===== src/rtl/harris_pipe_sequencer_pkg.sv =====
// Shared types and constants for the Harris structure-tensor pipeline sequencer.
// Holds the controller state encoding, the coordinate type, the per-stage tag
// that travels alongside the datapath, and the performance counter width.
package harris_pkg;

    // Width of x/y coordinates; must hold IMG_WIDTH-1 and IMG_HEIGHT-1.
    localparam int COORD_BITS    = 10;
    // Width of the optional performance counters.
    localparam int PERF_CNT_BITS = 32;

    // Frame-level controller state.
    typedef enum logic [1:0] {
        IDLE  = 2'd0,
        RUN   = 2'd1,
        FLUSH = 2'd2
    } seq_state_t;

    typedef logic [COORD_BITS-1:0] coord_t;

    // Side-band information carried next to each registered datapath stage.
    typedef struct packed {
        logic   valid;
        coord_t x;
        coord_t y;
        logic   border;
        logic   last;
    } stage_tag_t;

    // Increment that sticks at all-ones instead of wrapping.
    function automatic logic [PERF_CNT_BITS-1:0] sat_inc(
        input logic [PERF_CNT_BITS-1:0] value
    );
        logic [PERF_CNT_BITS-1:0] one;
        one = {{(PERF_CNT_BITS-1){1'b0}}, 1'b1};
        return (&value) ? value : value + one;
    endfunction

endpackage


===== src/rtl/harris_pipe_sequencer_tag_pipe.sv =====
// harris_tag_pipe: PIPE_DEPTH-deep shift register of stage_tag_t.
// Every stage moves forward together when advance_i is high and holds
// otherwise, mirroring the pipeline registers of the Harris datapath so the
// valid bit and coordinates of a stage always describe the data in that stage.
module harris_tag_pipe
    import harris_pkg::*;
#(
    parameter int PIPE_DEPTH = 2
) (
    input  logic       clk,
    input  logic       reset,
    input  logic       advance_i,
    input  stage_tag_t tag_i,
    output stage_tag_t tag_o
);

    stage_tag_t stage_q [PIPE_DEPTH];
    stage_tag_t stage_d [PIPE_DEPTH];

    // Next stage contents: shift on advance, hold everything otherwise.
    always_comb begin
        for (int i = 0; i < PIPE_DEPTH; i++) begin
            stage_d[i] = stage_q[i];
        end
        if (advance_i) begin
            stage_d[0] = tag_i;
            for (int i = 1; i < PIPE_DEPTH; i++) begin
                stage_d[i] = stage_q[i-1];
            end
        end
    end

    // Stage registers; reset clears valid bits and payload alike.
    always_ff @(posedge clk) begin
        if (reset) begin
            for (int i = 0; i < PIPE_DEPTH; i++) begin
                stage_q[i] <= '0;
            end
        end else begin
            for (int i = 0; i < PIPE_DEPTH; i++) begin
                stage_q[i] <= stage_d[i];
            end
        end
    end

    assign tag_o = stage_q[PIPE_DEPTH-1];

endmodule


===== src/rtl/harris_pipe_sequencer.sv =====
// harris_pipe_sequencer: frame controller for the two-stage Harris
// structure-tensor datapath. It produces the single datapath enable
// (advance), tags each accepted window with its coordinates, border and
// end-of-frame flags, and walks IDLE -> RUN -> FLUSH -> IDLE per frame.
//
// Handshakes: a window transfers on a cycle where win_valid && win_ready,
// a matrix transfers on a cycle where mat_valid && mat_ready. Neither valid
// may depend on the matching ready; win_ready and advance depend on
// mat_ready combinationally, mat_valid is a registered bit.
//
// Optional build macro HARRIS_PIPE_SEQ_PERF_EN adds saturating perf_stall,
// perf_bubble and perf_cycles counter outputs.
module harris_pipe_sequencer
    import harris_pkg::*;
#(
    parameter int IMG_WIDTH  = 640,
    parameter int IMG_HEIGHT = 480,
    parameter int COORD_BITS = harris_pkg::COORD_BITS,
    parameter int PIPE_DEPTH = 2
) (
    input  logic                  clk,
    input  logic                  reset,
    input  logic                  frame_start,
    input  logic                  win_valid,
    output logic                  win_ready,
    output logic                  advance,
    output logic                  mat_valid,
    input  logic                  mat_ready,
    output logic [COORD_BITS-1:0] mat_x,
    output logic [COORD_BITS-1:0] mat_y,
    output logic                  mat_border,
    output logic                  mat_last,
    output logic                  busy,
    output seq_state_t            dbg_state,
    output logic                  frame_done
`ifdef HARRIS_PIPE_SEQ_PERF_EN
    ,
    output logic [PERF_CNT_BITS-1:0] perf_stall,
    output logic [PERF_CNT_BITS-1:0] perf_bubble,
    output logic [PERF_CNT_BITS-1:0] perf_cycles
`endif
);

    localparam coord_t X_LAST = coord_t'(IMG_WIDTH - 1);
    localparam coord_t Y_LAST = coord_t'(IMG_HEIGHT - 1);
    localparam coord_t ONE    = coord_t'(1);

    seq_state_t state_q, state_d;
    coord_t     in_x_q, in_x_d;
    coord_t     in_y_q, in_y_d;
    logic       frame_done_q, frame_done_d;

    stage_tag_t in_tag;
    stage_tag_t out_tag;

    logic accept;
    logic start_frame;
    logic last_beat;
    logic in_border;
    logic in_last;

    // Datapath enable: move unless the output stage holds data nobody takes.
    always_comb begin
        advance = !out_tag.valid || mat_ready;
    end

    // Frame start is only honoured from IDLE; tags describe the window at the counters.
    always_comb begin
        start_frame = (state_q == IDLE) && frame_start;
        accept      = win_valid && win_ready;
        last_beat   = out_tag.valid && mat_ready && out_tag.last;
        in_border   = (in_x_q == '0) || (in_x_q == X_LAST) ||
                      (in_y_q == '0) || (in_y_q == Y_LAST);
        in_last     = (in_x_q == X_LAST) && (in_y_q == Y_LAST);
    end

    // Tag presented to stage 0; valid only when a window is actually accepted.
    always_comb begin
        in_tag        = '0;
        in_tag.valid  = accept;
        in_tag.x      = in_x_q;
        in_tag.y      = in_y_q;
        in_tag.border = in_border;
        in_tag.last   = in_last;
    end

    harris_tag_pipe #(
        .PIPE_DEPTH (PIPE_DEPTH)
    ) u_tag_pipe (
        .clk       (clk),
        .reset     (reset),
        .advance_i (advance),
        .tag_i     (in_tag),
        .tag_o     (out_tag)
    );

    // Output fields come straight from the last stage registers.
    always_comb begin
        mat_valid  = out_tag.valid;
        mat_x      = out_tag.x;
        mat_y      = out_tag.y;
        mat_border = out_tag.border;
        mat_last   = out_tag.last;
    end

    // FSM state register.
    always_ff @(posedge clk) begin
        if (reset) begin
            state_q <= IDLE;
        end else begin
            state_q <= state_d;
        end
    end

    // FSM next state: start, stop accepting after the last window, finish on the last beat.
    always_comb begin
        state_d = state_q;
        case (state_q)
            IDLE:    if (frame_start)          state_d = RUN;
            RUN:     if (accept && in_last)    state_d = FLUSH;
            FLUSH:   if (last_beat)            state_d = IDLE;
            default:                           state_d = IDLE;
        endcase
    end

    // FSM outputs.
    always_comb begin
        busy         = (state_q != IDLE);
        win_ready    = (state_q == RUN) && advance;
        dbg_state    = state_q;
        frame_done_d = (state_q == FLUSH) && last_beat;
    end

    // Raster counters: cleared when a frame starts, stepped once per accepted window.
    always_comb begin
        in_x_d = in_x_q;
        in_y_d = in_y_q;
        if (start_frame) begin
            in_x_d = '0;
            in_y_d = '0;
        end else if (accept) begin
            if (in_x_q == X_LAST) begin
                in_x_d = '0;
                in_y_d = (in_y_q == Y_LAST) ? '0 : in_y_q + ONE;
            end else begin
                in_x_d = in_x_q + ONE;
            end
        end
    end

    // Counter and done-pulse registers.
    always_ff @(posedge clk) begin
        if (reset) begin
            in_x_q       <= '0;
            in_y_q       <= '0;
            frame_done_q <= 1'b0;
        end else begin
            in_x_q       <= in_x_d;
            in_y_q       <= in_y_d;
            frame_done_q <= frame_done_d;
        end
    end

    assign frame_done = frame_done_q;

`ifdef HARRIS_PIPE_SEQ_PERF_EN
    logic [PERF_CNT_BITS-1:0] perf_stall_q,  perf_stall_d;
    logic [PERF_CNT_BITS-1:0] perf_bubble_q, perf_bubble_d;
    logic [PERF_CNT_BITS-1:0] perf_cycles_q, perf_cycles_d;

    // Saturating event counters, restarted at every honoured frame start.
    always_comb begin
        perf_stall_d  = perf_stall_q;
        perf_bubble_d = perf_bubble_q;
        perf_cycles_d = perf_cycles_q;
        if (start_frame) begin
            perf_stall_d  = '0;
            perf_bubble_d = '0;
            perf_cycles_d = '0;
        end else begin
            if (out_tag.valid && !mat_ready) perf_stall_d  = sat_inc(perf_stall_q);
            if ((state_q == RUN) && !win_valid) perf_bubble_d = sat_inc(perf_bubble_q);
            if (busy) perf_cycles_d = sat_inc(perf_cycles_q);
        end
    end

    // Performance counter registers.
    always_ff @(posedge clk) begin
        if (reset) begin
            perf_stall_q  <= '0;
            perf_bubble_q <= '0;
            perf_cycles_q <= '0;
        end else begin
            perf_stall_q  <= perf_stall_d;
            perf_bubble_q <= perf_bubble_d;
            perf_cycles_q <= perf_cycles_d;
        end
    end

    assign perf_stall  = perf_stall_q;
    assign perf_bubble = perf_bubble_q;
    assign perf_cycles = perf_cycles_q;
`endif

endmodule


===== config.mk =====
export PLATFORM = sky130hd
export DESIGN_NAME = harris_pipe_sequencer
export DESIGN_NICKNAME = d
export VERILOG_FILES = /design/src/rtl/harris_pipe_sequencer_pkg.sv /design/src/rtl/harris_pipe_sequencer_tag_pipe.sv /design/src/rtl/harris_pipe_sequencer.sv
export SDC_FILE = /design/constraint.sdc
export NUM_CORES = 1
export LEC_CHECK = 0
export BUFFER_PORTS_ARGS = -buffer_cell sky130_fd_sc_hd__clkbuf_2
export CAP_MARGIN = 20
export CORE_UTILIZATION = 43
export CTS_CLUSTER_SIZE = 30
export DETAILED_ROUTE_END_ITERATION = 10
export HOLD_SLACK_MARGIN = 0.08
export SYNTH_ARGS = -nofsm -noshare
export SYNTH_HDL_FRONTEND = slang
export SYNTH_SLANG_ARGS = --single-unit

===== constraint.sdc =====
create_clock -name clk -period 1.8 [get_ports clk]
set_clock_uncertainty 0.15 [all_clocks]
set_input_delay 0.18 -clock clk [delete_from_list [all_inputs] [get_ports clk]]
set_output_delay 0.18 -clock clk [all_outputs]
set_load 0.05 [all_outputs]

==> reports/qor.yml, run 1 <==
drv_slew: 0
syn_nets: 377
finalCritPeriodShare: 0.9916
antenna_cells: 0
netlist.area_leader.share: 0.4668
first_pass_iters: 9
worst_hold_slack_ps: 146.2
crit_type: "flop to flop"
synth_flop_cell: "dfxtp_1"
clk_path_buf_depth: 2
area_growth_syn_to_layout_pct: 22.83
io_buffers: 33
async_flop_share: 0
clock_sinks: 69
cp_slowest_cell: "or3_1"
htreeDepth: 3
yosys_warnings: 0
fin_nets: 425
first_iter_violations: 170
p_leak_nw: 1.310
core_mm2: 0.006495
path_max_fanout: 6
tightest_slew_ps: 454.1
synth-seq-cells: 69
cp_data_arrival_time_ps: 1920
antenna_found_initial: 0
fmax_ghz: 0.5603
routedWlPerCell_um: 14.23
via_count: 2648
max_stage_delay_ps: 440
hold_class: "input port to flop"
dieHeight_um: 84.96
path_cells: "ha_4, and2_4, buf_4, nand4_1, or3_1, a21oi_2"
fin_tns_setup_ps: 0
relSlewSlack: 0.6973
status: "finished with violations"
setup_viol: 0
hold_viol: 0
synth_commonest_cells: "nand2_1, dfxtp_1, a21oi_1, buf_4, clkbuf_1"
cts_tree: "yes"
grt_pass1_wl_um: 11900
final_util: 0.5596
drive_gt1_frac: 0.2732
maxCapViolCount: 0
start_util: 0.4556
cp-end-kind: "flop"
grt_overflow_total: 0
violations: "DRC"
yosys.area.top_type: "dfxtp_1"
irDropWorstVdd_v: 0.0003997
yosysSeqAreaShare: 0.4668
pre_cts_ws_ps: -11.52
syn-instance-count: 368
root_buffer: "clkbuf_8"
fin_ws_ps: 15.16
cp.required_ps: 1940
ios: 34
synth-edff-count: 0
die_x_um: 84.96
synth.most_common_cell: "nand2_1"
synth_area_mm2: 0.002959
cts_buffers: 9
path_buf_inv: 1
synth_cell_types: 38
synth_area_leaders: "dfxtp_1, nand2_1, a21oi_1"
dp_hpwl_um: 4522
p_per_area_mw_per_mm2: 784.4
clkSlewWorstSetupHoldPaths_ps: 80
rsz0062_at_grt: "yes"
gp_congestion: 0.7974
grt_usage: 0.2100
dieArea_mm2: 0.007217
crit_family: "simple AND/OR/NAND/NOR gates"
num_rows: 29
drc: 6
viasPerCell: 5.317
min_period_ps: 1785
clkLatencyLatePin_ps: 350
wirelength_um: 7086
cp-start-kind: "flop"
grt_pass1_vias: 2439
ant_nets: 0
grt_max_degree: 48
avgSynthCellArea_um2: 8.041
-- worst min-delay path, cell delays in order --
cell      delay [ps]
clkbuf_2         110
buf_4            250
a21oi_1           60
-- flip-flops by register name, indices dropped and copies added, names as in the netlist --
signal and cells:
u_tag_pipe.stage_q 46, in_x_q 10, in_y_q 10, dbg_state 2, frame_done 1
-- metrics by stage --
| stage | instance area (um2) | total power, mW | instances |
|---|---|---|---|
| final | 3635 | 2.851 | 498 |
| after global routing | 3635 | 2.947 | 498 |
| after floorplan | 2980 | 1.662 | 368 |
| after global placement | 3292 | 1.712 | 474 |
| after CTS | 3531 | 2.867 | 494 |
| after detailed placement | 3292 | 1.713 | 474 |
-- power breakdown --
group / total, mW / internal [mW] / leakage (nW) / switching, mW
sequential: 1.54 / 1.53 / 0.562 / 0.00700
combinational: 0.153 / 0.0496 / 0.665 / 0.104
clock: 1.16 / 0.512 / 0.0842 / 0.650
total: 2.85 / 2.09 / 1.31 / 0.761
-- layout make-up --
type | count | area, um2
Fill cell | 626 | 2860
Sequential cell | 69 | 1401
Multi-Input combinational cell | 250 | 1391
Timing Repair Buffer | 76 | 535.5
Clock buffer | 10 | 127.6
Tap cell | 77 | 96.34
Clock inverter | 6 | 45.04
Inverter | 10 | 37.54
-- cell usage in the layout (no fill, tap or decap), types with 2 or more instances in the layout --
cell,instances
nand2_1,91
dfxtp_1,61
a21oi_1,56
buf_4,38
clkbuf_2,31
nor2_1,11
nand3_1,11
inv_1,10
clkbuf_8,10
or3_1,9
o21ai_0,8
nand4_1,6
a21oi_2,6
o31ai_1,6
or4_1,6
nor3_1,4
dfxtp_4,4
dfxtp_2,4
and4_1,3
dlygate4sd3_1,3
and2_4,2
nor4b_1,2
o41ai_1,2
and3_1,2
xnor2_1,2
ha_1,2
ha_4,2
clkinvlp_4,2
inv_6,2
inv_4,2
buf_12,2
-- worst paths after layout --
kind	from	endpoint	slack, ps	cells after the start
worst max-delay path	in_x_q[0]	in_x_q[4]	20	6
worst min-delay path	reset	u_tag_pipe.stage_q[0][8]	150	3
worst max register to register	in_x_q[0]	in_x_q[4]	20	6
worst min register to register	u_tag_pipe.stage_q[0][35]	u_tag_pipe.stage_q[0][35]	300	2
-- kinds of logic (layout without fill, tap and decap cells) --
| kind of cell | Yosys count | after routing | share of synthesized area |
|---|---|---|---|
| flops | 69 | 69 | 0.4668 |
| xor+xnor | 3 | 3 | 0.008881 |
| mux | 1 | 1 | 0.003383 |
| simple gates | 158 | 159 | 0.2579 |
| fa+ha+maj | 4 | 4 | 0.01691 |
| compound gates | 83 | 83 | 0.1535 |
| buf+inv | 50 | 102 | 0.09260 |
-- metal layers --
metal / track usage / vias to the layer above / share of wire
met3: 0.04767 / 11 / 0.044
met2: 0.2903 / 67 / 0.43
met5: 0 / - / 0
li1: - / 1344 / -
met1: 0.3111 / 1226 / 0.51
met4: 0.08783 / 0 / 0.014
-- repair_timing --
| action | 4_1_cts | 5_1_grt |
|---|---|---|
| pin swaps | 1 | 6 |
| hold buffers | 3 | 0 |
| cloned | 1 | 0 |
| endpoints found under the setup margin | 8 | 25 |
| gates resized for setup | 6 | 21 |
| hold endpoints to repair | 3 | 0 |
| setup buffers | 0 | 4 |
Note: power is estimated with default switching activity, not from simulation.
==> run 2, diff against run 1 <==
- CTS_BUF_LIST: unset -> sky130_fd_sc_hd__clkbuf_4 sky130_fd_sc_hd__clkbuf_8
- CTS_CLUSTER_SIZE: 30 -> 14
==> run 2 against run 1 <==
Net effect: the flow still finishes with violations (DRC); register-to-register slack about the same; final cell count did not move; core utilization increased by 0.058 points; die area stayed put; first-iteration DRC count rose by 4.1%; combinational power about the same; largest cell class unchanged; global-route usage stayed put; largest power group unchanged; flip-flop and latch count did not move; non-clock buffer count is the same; critical path type unchanged.
==> reports/qor.yml, run 2 (same netlist as run 1, synthesis figures left out) <==
antenna_found_initial: 0  # unchanged
fin_nets: 425  # unchanged
final_util: 0.5602  # +0.0005780
clock_sinks: 69  # unchanged
drive_gt1_frac: 0.2755  # +0.002375
via_count: 2635  # -0.49%
grt_overflow_total: 0  # unchanged
violations: "DRC"
path_cells: "ha_4, and2_4, buf_4, nand4_1, or3_1, a21oi_2"
clkSlewWorstSetupHoldPaths_ps: 80  # about the same
p_leak_nw: 1.314  # +0.26%
area_growth_syn_to_layout_pct: 22.96
cp_data_arrival_time_ps: 1920  # about the same
largest_register: "u_tag_pipe.stage_q"
fmax_ghz: 0.5603  # about the same
maxCapViolCount: 0  # unchanged
fillers: 624  # -0.32%
wirelength_um: 7107  # +0.30%
dieHeight_um: 84.96  # unchanged
regToRegEndpoint: "in_x_q[4]"
hold_viol: 0  # unchanged
rr_worst_depth: 6  # unchanged
regArea_mm2: 0.001401  # unchanged
cp-start-kind: "flop"
cts_tree: "yes"
final_cell_mix: "nand2_1, dfxtp_1, a21oi_1"
htreeDepth: 3  # unchanged
gp_congestion: 0.7974  # unchanged
rrSetupSlack_ps: 20  # about the same
ios: 34  # unchanged
io_buffers: 33  # unchanged
viasPerCell: 5.291  # -0.49%
die_x_um: 84.96  # unchanged
grt_pass1_wl_um: 11900  # unchanged
hold_class: "input port to flop"
ant_nets: 0  # unchanged
drc: 6  # unchanged
setup_viol: 0  # unchanged
crit_type: "flop to flop"
num_rows: 29  # unchanged
grt_pass1_vias: 2439  # unchanged
multiInputGateArea_mm2: 0.001391  # unchanged
finalCritPeriodShare: 0.9916  # about the same
core_mm2: 0.006495  # unchanged
total_power_mw: 2.866  # +0.51%
status: "finished with violations"
largest_reg_flops: 46  # unchanged
grt_max_degree: 48  # unchanged
crit_family: "simple AND/OR/NAND/NOR gates"
worst_hold_slack_ps: 155.8  # +9.549 ps
rsz0062_at_grt: "yes"
start_util: 0.4556  # unchanged
cp.depth: 6  # unchanged
irDropWorstVdd_v: 0.0003974  # -0.57%
cp-end-kind: "flop"
dp_hpwl_um: 4522  # unchanged
max_stage_delay_ps: 440  # about the same
tightest_slew_ps: 452.5  # -1.558 ps
final_common_cell: "nand2_1"
clkLatencyLatePin_ps: 350  # about the same
clk_path_buf_depth: 2  # unchanged
cts_buffers: 9  # unchanged
min_period_ps: 1785  # +0.06640 ps
path_max_fanout: 6  # unchanged
relSlewSlack: 0.6983  # +0.001039
r2r-start: "in_x_q[0]"
grt_usage: 0.2100  # unchanged
path_buf_inv: 1  # unchanged
critPathLaunch: "in_x_q[0]"
antenna_cells: 0  # unchanged
root_buffer: "clkbuf_8"
cp.required_ps: 1940  # about the same
cp-endpoint: "in_x_q[4]"
dieArea_mm2: 0.007217  # unchanged
routedWlPerCell_um: 14.27  # +0.30%
p_per_area_mw_per_mm2: 787.6  # +0.41%
top_regs: "u_tag_pipe.stage_q x46, in_x_q x10, in_y_q x10"
first_pass_iters: 7  # -2
first_iter_violations: 177  # +4.1%
drv_slew: 0  # unchanged
cp_slowest_cell: "or3_1"
==> run 2: cell types whose count changed in the layout (fill, tap and decap cells not counted) <==
cell      previous run  this run
clkbuf_4             0         1
clkbuf_1             1         0
==> run 2: timing repair <==
action | 4_1_cts | 5_1_grt
buffers inserted | 0 | 4
resized for setup | 6 | 21
hold buffers | 3 | 0
gates cloned | 1 | 0
pin swaps | 1 | 6
endpoints found under the hold margin | 3 | 0
setup endpoints to repair | 8 | 25
==> run 2: cell type report <==
cell class,instances,area share
clock buffer,10,0.03611
clock inverter,6,0.01238
inverter,10,0.01032
multi-input combinational,250,0.3824
sequential,69,0.3851
tap,77,0.02648
timing repair buffer,76,0.1472
==> run 2: worst reg2reg max path, stage by stage, from the launching register on <==
cell and delay (ps):
dfxtp_2 360, ha_4 130, and2_4 160, buf_4 110, nand4_1 230, or3_1 450
a21oi_2 130
==> run 2: stage by stage <==
stage / cell area, um2 / setup slack [ps] / TNS, ps / cells
final: 3638 / 15.09 / 0 / 498
after global routing: 3638 / -46.60 / -387.3 / 498
after CTS: 3535 / 2.150 / 0 / 494
after detailed placement: 3292 / -11.52 / -42.36 / 474
after global placement: 3292 / 14.39 / 0 / 474
after floorplan: 2980 / -4.948 / -4.948 / 368
==> run 2: how the worst min path moves through the flow <==
stage	end	cells after the start	slack (ps)	start
global placement	u_tag_pipe.stage_q[0][42]	2	290	u_tag_pipe.stage_q[0][42]
detailed placement	u_tag_pipe.stage_q[0][31]	2	290	u_tag_pipe.stage_q[0][31]
finish	u_tag_pipe.stage_q[0][8]	3	160	reset
global route	u_tag_pipe.stage_q[0][30]	3	160	reset
CTS	u_tag_pipe.stage_q[0][30]	3	140	reset
floorplan	dbg_state[0]	1	170	frame_start
==> run 2: report_power, final <==
part	switching, mW	internal (mW)	leakage [nW]	total [mW]
sequential	0.00697	1.53	0.562	1.54
clock	0.649	0.527	0.0876	1.18
combinational	0.104	0.0496	0.665	0.154
total	0.760	2.11	1.31	2.87
==> run 2: routing by layer <==
metal,up-vias,wire length (um),track usage
li1,1343,-,-
met4,0,83,0.08783
met2,56,3053,0.2903
met1,1228,3700,0.3111
met3,8,269,0.04767
met5,-,0,0
